**src/rtl/fan_result_collector_pkg.sv**
```systemverilog
// Shared SIGMA defaults and the frame record used by the FAN result collector.
package fan_result_collector_pkg;

    localparam int unsigned NUM_PES_DEF       = 16;
    localparam int unsigned LOG2_PES_DEF      = 4;
    localparam int unsigned OUT_DATA_TYPE_DEF = 32;
    localparam int unsigned FIFO_DEPTH_DEF    = 4;
    localparam int unsigned LOG2_DEPTH_DEF    = 2;

    typedef struct packed {
        logic [NUM_PES_DEF-1:0]                   mask;
        logic [NUM_PES_DEF*OUT_DATA_TYPE_DEF-1:0] data;
    } frame_t;

endpackage

```
**src/rtl/fan_result_collector_if.sv**
```systemverilog
// Frame input and serial result output of the FAN result collector.
interface fan_result_collector_if #(
    parameter int unsigned NUM_PES       = fan_result_collector_pkg::NUM_PES_DEF,
    parameter int unsigned LOG2_PES      = fan_result_collector_pkg::LOG2_PES_DEF,
    parameter int unsigned OUT_DATA_TYPE = fan_result_collector_pkg::OUT_DATA_TYPE_DEF,
    parameter int unsigned LOG2_DEPTH    = fan_result_collector_pkg::LOG2_DEPTH_DEF
) ();

    logic [NUM_PES-1:0]               i_data_valid;
    logic [NUM_PES*OUT_DATA_TYPE-1:0] i_data_bus;
    logic                             i_ready;
    logic                             o_valid;
    logic [OUT_DATA_TYPE-1:0]         o_data;
    logic [LOG2_PES-1:0]              o_lane;
    logic                             o_last;
    logic                             o_overflow;
    logic [LOG2_DEPTH:0]              o_count;

    modport master (
        output i_data_valid, i_data_bus, i_ready,
        input  o_valid, o_data, o_lane, o_last, o_overflow, o_count
    );

    modport slave (
        input  i_data_valid, i_data_bus, i_ready,
        output o_valid, o_data, o_lane, o_last, o_overflow, o_count
    );

endinterface

```
**src/rtl/sigma_lsb_encoder.sv**
```systemverilog
// Lowest-set-bit encoder: index, one-hot and any-set flag of a mask.
module sigma_lsb_encoder #(
    parameter int unsigned WIDTH = 16,
    parameter int unsigned IDX_W = 4
) (
    input  logic [WIDTH-1:0] mask_i,
    output logic [IDX_W-1:0] idx_o,
    output logic [WIDTH-1:0] onehot_o,
    output logic             any_o
);

    // Scan from the top so the lowest set bit wins.
    always_comb begin
        idx_o = '0;
        for (int i = WIDTH - 1; i >= 0; i--) begin
            if (mask_i[i]) idx_o = IDX_W'(i);
        end
    end

    assign onehot_o = mask_i & (~mask_i + WIDTH'(1));
    assign any_o    = |mask_i;

endmodule

```
**src/rtl/fan_result_collector.sv**
```systemverilog
// Serializes sparse per-lane FAN results into one result per cycle, buffering whole frames.
module fan_result_collector
    import fan_result_collector_pkg::*;
#(
    parameter int unsigned NUM_PES       = NUM_PES_DEF,
    parameter int unsigned LOG2_PES      = LOG2_PES_DEF,
    parameter int unsigned OUT_DATA_TYPE = OUT_DATA_TYPE_DEF,
    parameter int unsigned FIFO_DEPTH    = FIFO_DEPTH_DEF,
    parameter int unsigned LOG2_DEPTH    = LOG2_DEPTH_DEF
) (
    input logic                  clk,
    input logic                  rst,
    fan_result_collector_if.slave bus
);

    localparam int unsigned CNT_W = LOG2_DEPTH + 1;

    frame_t                           fifo_mem [FIFO_DEPTH];
    frame_t                           in_frame;
    frame_t                           head;
    logic [LOG2_DEPTH-1:0]            rd_ptr_q, wr_ptr_q;
    logic [CNT_W-1:0]                 count_q, count_d;
    logic [NUM_PES-1:0]               mask_q, mask_d;
    logic [NUM_PES*OUT_DATA_TYPE-1:0] data_q, data_d;
    logic                             overflow_q;

    logic [LOG2_PES-1:0] lsb_idx;
    logic [NUM_PES-1:0]  lsb_onehot;
    logic                lsb_any;
    logic accept, is_last, drain_free, in_valid, fifo_empty, fifo_full;
    logic pop, bypass, push_req, push, drop;

    function automatic logic [LOG2_DEPTH-1:0] ptr_inc(input logic [LOG2_DEPTH-1:0] p);
        return (p == LOG2_DEPTH'(FIFO_DEPTH - 1)) ? '0 : p + LOG2_DEPTH'(1);
    endfunction

    sigma_lsb_encoder #(
        .WIDTH (NUM_PES),
        .IDX_W (LOG2_PES)
    ) u_lsb (
        .mask_i   (mask_q),
        .idx_o    (lsb_idx),
        .onehot_o (lsb_onehot),
        .any_o    (lsb_any)
    );

    always_comb begin
        in_frame.mask = bus.i_data_valid;
        in_frame.data = bus.i_data_bus;
        head          = fifo_mem[rd_ptr_q];

        accept     = lsb_any & bus.i_ready;
        is_last    = lsb_any & (mask_q == lsb_onehot);
        drain_free = ~lsb_any | (accept & is_last);
        in_valid   = |bus.i_data_valid;
        fifo_empty = (count_q == '0);
        fifo_full  = (count_q == CNT_W'(FIFO_DEPTH));

        // FIFO head has priority over the incoming frame to keep strict ordering.
        pop      = drain_free & ~fifo_empty;
        bypass   = drain_free & fifo_empty & in_valid;
        push_req = in_valid & ~bypass;
        push     = push_req & (~fifo_full | pop);
        drop     = push_req & ~push;
    end

    always_comb begin
        mask_d = mask_q;
        data_d = data_q;
        if (accept) mask_d = mask_q & ~lsb_onehot;
        if (pop) begin
            mask_d = head.mask;
            data_d = head.data;
        end else if (bypass) begin
            mask_d = in_frame.mask;
            data_d = in_frame.data;
        end
    end

    always_comb begin
        count_d = count_q;
        case ({push, pop})
            2'b10:   count_d = count_q + CNT_W'(1);
            2'b01:   count_d = count_q - CNT_W'(1);
            default: count_d = count_q;
        endcase
    end

    always_ff @(posedge clk or negedge rst) begin
        if (!rst) begin
            mask_q     <= '0;
            data_q     <= '0;
            rd_ptr_q   <= '0;
            wr_ptr_q   <= '0;
            count_q    <= '0;
            overflow_q <= 1'b0;
        end else begin
            mask_q     <= mask_d;
            data_q     <= data_d;
            count_q    <= count_d;
            overflow_q <= overflow_q | drop;
            if (pop)  rd_ptr_q <= ptr_inc(rd_ptr_q);
            if (push) wr_ptr_q <= ptr_inc(wr_ptr_q);
        end
    end

    always_ff @(posedge clk) begin
        if (push) fifo_mem[wr_ptr_q] <= in_frame;
    end

    assign bus.o_valid    = lsb_any;
    assign bus.o_last     = is_last;
    assign bus.o_lane     = lsb_idx;
    assign bus.o_data     = lsb_any ? data_q[lsb_idx*OUT_DATA_TYPE +: OUT_DATA_TYPE] : '0;
    assign bus.o_overflow = overflow_q;
    assign bus.o_count    = count_q;

endmodule

```
**src/flat_wrapper.sv**
```systemverilog
// flat-port wrapper written by rule: the top's interface ports become plain ports
module fan_result_collector_flat import fan_result_collector_pkg::*;
#(
    parameter int unsigned NUM_PES       = NUM_PES_DEF,
    parameter int unsigned LOG2_PES      = LOG2_PES_DEF,
    parameter int unsigned OUT_DATA_TYPE = OUT_DATA_TYPE_DEF,
    parameter int unsigned FIFO_DEPTH    = FIFO_DEPTH_DEF,
    parameter int unsigned LOG2_DEPTH    = LOG2_DEPTH_DEF
)
  (clk, rst, bus_i_data_valid, bus_i_data_bus, bus_i_ready, bus_o_valid, bus_o_data, bus_o_lane, bus_o_last, bus_o_overflow, bus_o_count);
  fan_result_collector_if #(.NUM_PES(NUM_PES), .LOG2_PES(LOG2_PES), .OUT_DATA_TYPE(OUT_DATA_TYPE), .LOG2_DEPTH(LOG2_DEPTH)) bus_i ();
  input logic clk;
  input logic rst;
  input wire logic [$bits(bus_i.i_data_valid)-1:0] bus_i_data_valid;
  input wire logic [$bits(bus_i.i_data_bus)-1:0] bus_i_data_bus;
  input wire logic [$bits(bus_i.i_ready)-1:0] bus_i_ready;
  output wire logic [$bits(bus_i.o_valid)-1:0] bus_o_valid;
  output wire logic [$bits(bus_i.o_data)-1:0] bus_o_data;
  output wire logic [$bits(bus_i.o_lane)-1:0] bus_o_lane;
  output wire logic [$bits(bus_i.o_last)-1:0] bus_o_last;
  output wire logic [$bits(bus_i.o_overflow)-1:0] bus_o_overflow;
  output wire logic [$bits(bus_i.o_count)-1:0] bus_o_count;
  assign bus_i.i_data_valid = bus_i_data_valid;
  assign bus_i.i_data_bus = bus_i_data_bus;
  assign bus_i.i_ready = bus_i_ready;
  assign bus_o_valid = bus_i.o_valid;
  assign bus_o_data = bus_i.o_data;
  assign bus_o_lane = bus_i.o_lane;
  assign bus_o_last = bus_i.o_last;
  assign bus_o_overflow = bus_i.o_overflow;
  assign bus_o_count = bus_i.o_count;
  fan_result_collector #(.NUM_PES(NUM_PES), .LOG2_PES(LOG2_PES), .OUT_DATA_TYPE(OUT_DATA_TYPE), .FIFO_DEPTH(FIFO_DEPTH), .LOG2_DEPTH(LOG2_DEPTH)) u_core (.clk(clk), .rst(rst), .bus(bus_i));
endmodule
```
**config.mk**
```make
export PLATFORM = sky130hd
export DESIGN_NAME = fan_result_collector_flat
export DESIGN_NICKNAME = d
export VERILOG_FILES = /design/src/rtl/fan_result_collector_pkg.sv /design/src/rtl/fan_result_collector_if.sv /design/src/rtl/sigma_lsb_encoder.sv /design/src/rtl/fan_result_collector.sv /design/src/flat_wrapper.sv
export SDC_FILE = /design/constraint.sdc
export NUM_CORES = 2
export LEC_CHECK = 0
export CORE_MARGIN = 5
export CORE_UTILIZATION = 50
export CTS_CLUSTER_SIZE = 30
export DETAILED_ROUTE_END_ITERATION = 12
export PLACE_DENSITY = 0.68
export SLEW_MARGIN = 40
export SYNTH_ARGS = -nofsm -noshare
export SYNTH_HDL_FRONTEND = slang
export SYNTH_SLANG_ARGS = --single-unit
```
**constraint.sdc**
```tcl
create_clock -name clk -period 17.1 [get_ports clk]
set_clock_uncertainty 0.15 [all_clocks]
set_input_delay 3.42 -clock clk [delete_from_list [all_inputs] [get_ports clk]]
set_output_delay 3.42 -clock clk [all_outputs]
set_load 0.005 [all_outputs]
```
; Yosys cells after proc, flatten, opt, wreduce, memory -nomap -nowiden
; Memories as Yosys holds them, arrays and structs flattened.
; Cells that the tools add are included.
[op_classes]
n_mux = 27
eq_ne = 6
n_mul = 0
shifts = 1
div = 0
n_reduce_logical = 6
n_lt_le_gt_ge = 0
addsub = 5
bitwise_logic = 21
[ops]
columns = operator, count
row1 = $mux 512, 2
row2 = $shiftx 512x10->32, 1
row3 = $mux 4, 16
row4 = $mux 16, 3
row5 = $and 16x16->16, 2
row6 = $mux 32, 1
row7 = $not 16->16, 2
row8 = $reduce_or 16->1, 2
row9 = $add 16x1->16 const B, 1
row10 = $eq 16x16->1, 1
row11 = $and 1x1->1, 9
row12 = $eq 2x2->1 const B, 3
row13 = $pmux 3 s2, 1
row14 = $not 1->1, 5
row15 = $add 2x1->2 const B, 2
row16 = $mux 2, 2
row17 = $reduce_bool 2->1, 2
row18 = $add 3x1->3 const B, 1
row19 = $eq 3x3->1 const B, 1
row20 = $logic_not 3->1, 1
row21 = $or 1x1->1, 3
row22 = $reduce_bool 3->1, 1
row23 = $sub 3x1->3 const B, 1
row24 = $eq 2x1->1 const B, 1
row25 = $mux 1, 2
[word_totals]
mem_count = 1
mem_bits_rw = 2112
rom_bits = 0
ff_bits = 536
word_cells = 73
output_inout_bits = 42
input_bits = 531
latch_bits = 0
[mem_list]
columns = memory, depth, width, rd, rd_clocked_by_memory_dff, wr, line_no
row1 = u_core.fifo_mem, 4, 528, 1, 0, 1, fan_result_collector.sv:18  ; frame_t fifo_mem [FIFO_DEPTH];

; Logic depth before layout (Yosys ltp)
[depth]
depth_word = 18
mapped_depth = 14
mapped_depth_nobuf = 10

; Cells and area by module
; Synthesis repeated with hierarchy kept, for this count alone.
[hier_totals]
hier_cells = 5533
area_unflattened_um2 = 106251.9
[modules_own_cells]
columns = mod, seq_area_each_um2, cells_each, n_inst, area_each_um2
row1 = fan_result_collector, 76833.7, 5481, 1, 105907.8
row2 = sigma_lsb_encoder, 0.0, 52, 1, 344.1

; Worst setup path before layout
; Ideal clock, no wire load.
[synth_path]
kind = input-to-reg
from = in bus_i_ready
to = mem u_core.fifo_mem[1][0] in the netlist's numbering (enable)
t_required_ns = 15.988
arrival_ns = 16.142
stages = 5
setup_slack_ns = -0.154
setup_time_ns = 0.962
cell_sequence = o211a_1 -> nand4_1 -> nand2_1 -> a221oi_2 -> and2_1
[synth_via]
elab_chain_len = 10
elab_cells_between_ends = 12
cone_classes = 2 x mux / 10 x bitwise
[synth_lines]
columns = element, line_no
row1 = start: declaration, flat_wrapper.sv:16  ; input wire logic [$bits(bus_i.i_ready)-1:0] bus_i_ready;
row2 = $and 1x1->1 *, fan_result_collector.sv:52  ; accept = lsb_any & bus.i_ready;
row3 = $and 1x1->1 *, fan_result_collector.sv:54  ; drain_free = ~lsb_any | (accept & is_last);
row4 = $or 1x1->1 *, fan_result_collector.sv:54
row5 = $and 1x1->1 (2 in a row), fan_result_collector.sv:61  ; bypass = drain_free & fifo_empty & in_valid;
row6 = $not 1->1, fan_result_collector.sv:62  ; push_req = in_valid & ~bypass;
row7 = $and 1x1->1, fan_result_collector.sv:62
row8 = $and 1x1->1 *, fan_result_collector.sv:63  ; push = push_req & (~fifo_full | pop);
row9 = $mux 1 *, fan_result_collector.sv:108  ; if (push) fifo_mem[wr_ptr_q] <= in_frame;
row10 = $mux 1 (not written as such) *, fan_result_collector.sv:108
row11 = end: declaration, fan_result_collector.sv:18
; Every way passes the cells marked *; elsewhere a longest branch is shown, timed or not.

; Worst setup path in the final report
[layout_path]
from = reg u_core.mask_q[1]
to = out bus_o_data[29]
[layout_via]
elab_chain_len = 4
elab_cells_between_ends = 5
cone_classes = 1 x shift / 3 x mux / 1 x reduce/logical
[layout_lines]
columns = element, line_no
row1 = start: declaration, fan_result_collector.sv:23  ; logic [NUM_PES-1:0] mask_q, mask_d;
row2 = start signal: assignment, fan_result_collector.sv:98  ; mask_q <= mask_d;
row3 = $mux 4 (2 in a row), sigma_lsb_encoder.sv:16  ; if (mask_i[i]) idx_o = IDX_W'(i);
row4 = $shiftx 512x10->32, fan_result_collector.sv:114  ; assign bus.o_data = lsb_any ? data_q[lsb_idx*OUT_DATA_TYPE +: OUT_DATA_TYPE] : '0;
row5 = $mux 32 *, fan_result_collector.sv:114
row6 = end: declaration, flat_wrapper.sv:18  ; output wire logic [$bits(bus_i.o_data)-1:0] bus_o_data;
; Marks and branches as above.

==> results.py <==
metrics = {
    "status": {
        "outcome": "finished, final reports clean",
    },
    "die": {
        "initial_core_util": 0.501,
        "fp-row-count": 171,
        "die_area_um2": 227000,
        "core-area_um2": 217000,
        "die_width_um": 476,
        "die_h_um": 476,
        "io_pins": 573,
    },
    "routing": {
        "drt_wl_total_mm": 327,
        "ant_nets": 0,
        "num_vias": 62447,
        "drtIter0Drc": 7999,
        "drc_errors": 0,
        "avgRoutedWirePerCell_um": 35.2,
        "viasPerCell": 6.71,
        "first_pass_iters": 6,
    },
    "global_routing": {
        "grtUsageTotal": 0.285,
        "grt_pass1_vias": 60492,
        "grt.overflow.total": 0,
        "grt_antenna_before_repair": 158,
        "grt_max_degree": 126,
        "grt_pass1_wl_mm": 461,
    },
    "worst_setup_path": {
        "cp-end-kind": "primary output",
        "cp_common_cell": "buf_4",
        "slowest_delay_ps": 820,
        "crit_arrival_ps": 6420,
        "cp_max_fo": 83,
        "start_kind": "flip-flop",
        "cp_data_required_time_ps": 13530,
        "path_class": "flip-flop to primary output",
        "path_cells": "buf_4 > nor4_2 > buf_4 > nand2_8 > inv_2 > nand2b_2 > buf_4 > o221ai_1 > a211o_1 > o31ai_1 > clkdlybuf4s50_1",
        "slowest_stage": "o31ai_1",
        "r2r_slack_ps": 9580,
    },
    "yosys": {
        "synth_xor_xnor_area_share": 0.0000807,
        "muxShareOfSynthArea": 0.119,
        "ys_seq_area_frac": 0.708,
        "synth_top_family_by_area": "compound AO/OA/AOI/OAI gates",
        "synth_simple_gate_area_frac": 0.0235,
        "syn_nets": 6195,
        "syn_inst": 5658,
        "synth_compound_area_frac": 0.123,
        "synth_edf_count": 2112,
        "synth-async-reset-ratio": 0.202,
        "synth_ff_type": "edfxtp_1",
        "yosys_warnings": 0,
        "syn-cell-area_um2": 109000,
        "synth_adder_area_share": 0.000761,
        "syn_area_per_cell_um2": 19.2,
        "synth_seq_cells": 2648,
        "ys_types": 63,
    },
    "sta": {
        "period_needed_ps": 9990,
        "post-route-worst-setup-slack_ps": 7110,
        "fin_crit_sh": 0.584,
        "slew-limit-headroom": 0.314,
        "hold_viol_final": 0,
        "fmax_ghz": 0.100,
        "slew_viol_final": 0,
        "rsz0062_at_grt": "no",
        "tightest_slew_ps": 1020,
        "setup_viol_count_final": 0,
    },
    "power": {
        "total_power_mw": 26.8,
        "intPower_mw": 16.7,
        "switching_share": 0.376,
        "clock_power_share": 0.226,
        "powerDensity_nw_per_um2": 212,
        "seqPwrFrac": 0.371,
        "p_leak_nw": 41.0,
        "p_sw_mw": 10.1,
        "ir_drop_v": 0.000194,
        "p_comb_frac": 0.403,
    },
    "clock_network": {
        "cts_tree": "done",
        "cts_root_buf": "clkbuf_16",
        "holdBufCountCts": 0,
        "clock_path_buffers": 4,
        "cts_buffers": 293,
        "cts_setup_buffers": 0,
        "htreeDepth": 5,
        "cts.reportedPaths.clkPinSlew_ps": 60,
        "clk_latency_ps": 920,
        "clkSinkCount": 2648,
        "cts_resized": 0,
    },
    "finish": {
        "drive_gt1_frac": 0.253,
        "fin_cells": 9309,
        "layout_common_cells": "edfxtp_1 (2112), clkdlybuf4s50_1 (571), dfrtp_1 (533)",
        "multi_input_area_um2": 29100,
        "fin_util": 0.583,
        "area_growth_pct": 16.3,
        "layout_commonest_cell": "edfxtp_1",
        "nFillCells": 16047,
        "fin_nets": 6706,
        "seq_area_um2": 76800,
    },
    "min_path": {
        "hp-class": "flip-flop to flip-flop",
    },
    "job": {
        "drv_cap": 0,
    },
    "placement": {
        "place_ws_ps": 7900,
        "gp_congestion": 0.944,
        "port_buffers": 572,
        "dp.cells": 8720,
        "hpwl_mm": 213,
    },
}
==> power groups by stage <==
stage	Sequential, mW	Clock (mW)	Combinational (mW)
2_1_floorplan	9.59	0	7.15
3_3_place_gp	9.94	0	10.5
3_5_place_dp	9.96	0	10.6
4_1_cts	9.85	6.14	10.7
5_1_grt	9.98	6.42	11.2
6_report	9.93	6.05	10.8
==> worst paths after layout <==
check | start | to | cells past startpoint
setup reg to reg | u_core.mask_q[1]$_DFFE_PN0P_ | u_core.fifo_mem[0][489]$_DFFE_PP_ | 12
setup / recovery | u_core.mask_q[1]$_DFFE_PN0P_ | bus_o_data[29] | 11
hold / removal | u_core.data_q[129]$_DFFE_PN0P_ | u_core.data_q[129]$_DFFE_PN0P_ | 1
min in group asynchronous | rst | u_core.data_q[139]$_DFFE_PN0P_ | 1
max in group asynchronous | rst | u_core.data_q[496]$_DFFE_PN0P_ | 3
hold reg to reg | u_core.data_q[129]$_DFFE_PN0P_ | u_core.data_q[129]$_DFFE_PN0P_ | 1
==> routing by layer <==
metal / global-route usage / part of all wire
met1: 0.430 / 0.42
met2: 0.390 / 0.43
met3: 0.0770 / 0.11
met4: 0.124 / 0.043
met5: 0 / 0.0016
==> area by class of cell <==
cell class              count  share of cell area
well taps                2854              0.0283
diodes                     69             0.00137
multi-input cells        2512               0.231
clock inverters           101             0.00774
repair buffers            706              0.0580
inverters                   8            0.000337
clock buffers             411              0.0646
flip-flops and latches   2648               0.609
==> sequential cells by signal (all words and copies together) (netlist names) <==
name and cells:
u_core.fifo_mem 2112, u_core.data_q 512, u_core.mask_q 16, u_core.bus.o_count 3
u_core.rd_ptr_q 2, u_core.wr_ptr_q 2, u_core.bus.o_overflow 1
==> cell usage after synthesis, drive strengths merged, types with 5 or more instances <==
master	count	area, um2
and3	48	300
o21ai	36	180
a21oi	98	502
a211oi	55	413
clkbuf	330	1240
or4	5	41.3
o221ai	29	254
o31ai	31	233
or3	37	231
nor4	37	231
inv	8	30.0
edfxtp	2112	63400
or2	6	37.5
mux2i	77	771
nor3	93	465
nand2	73	274
nand2b	6	37.5
nor2	34	130
ha	5	62.6
mux2	26	293
mux4	528	11900
and2	38	238
nand4	42	263
o41ai	7	61.3
o22ai	520	3250
a211o	25	219
a2111oi	46	403
buf	160	1510
o21bai	7	52.6
o31a	11	96.3
nand3	50	250
a2bb2oi	512	7490
dfrtp	536	13400
==> logic make-up (layout without fill, tap and decap cells) <==
group | count (synthesis) | in the layout
AO/OA/AOI/OAI | 1399 | 1399
XOR/XNOR | 1 | 1
adder cells (fa/ha/maj) | 6 | 6
buffers and inverters | 498 | 1226
flip-flops | 2648 | 2648
multiplexers | 631 | 631
other | 0 | 69
AND/OR/NAND/NOR | 475 | 475
==> stage by stage <==
| step | TNS, ps | instance area, um2 | hold WS [ps] |
|---|---|---|---|
| detailed placement | 0 | 117000 | 358 |
| global route | 0 | 126000 | 392 |
| CTS | 0 | 126000 | 371 |
| floorplan | -80790 | 109000 | 316 |
| global placement | 0 | 116000 | 354 |
| finish | 0 | 126000 | 369 |
==> critical path, delay by kind of cell (launching register included) <==
family | cells | cell delay (ps)
buf+inv | 5 | 2410
simple gates | 3 | 950
compound gates | 3 | 1320
flops | 1 | 740
(Power assumes the default switching activity.)
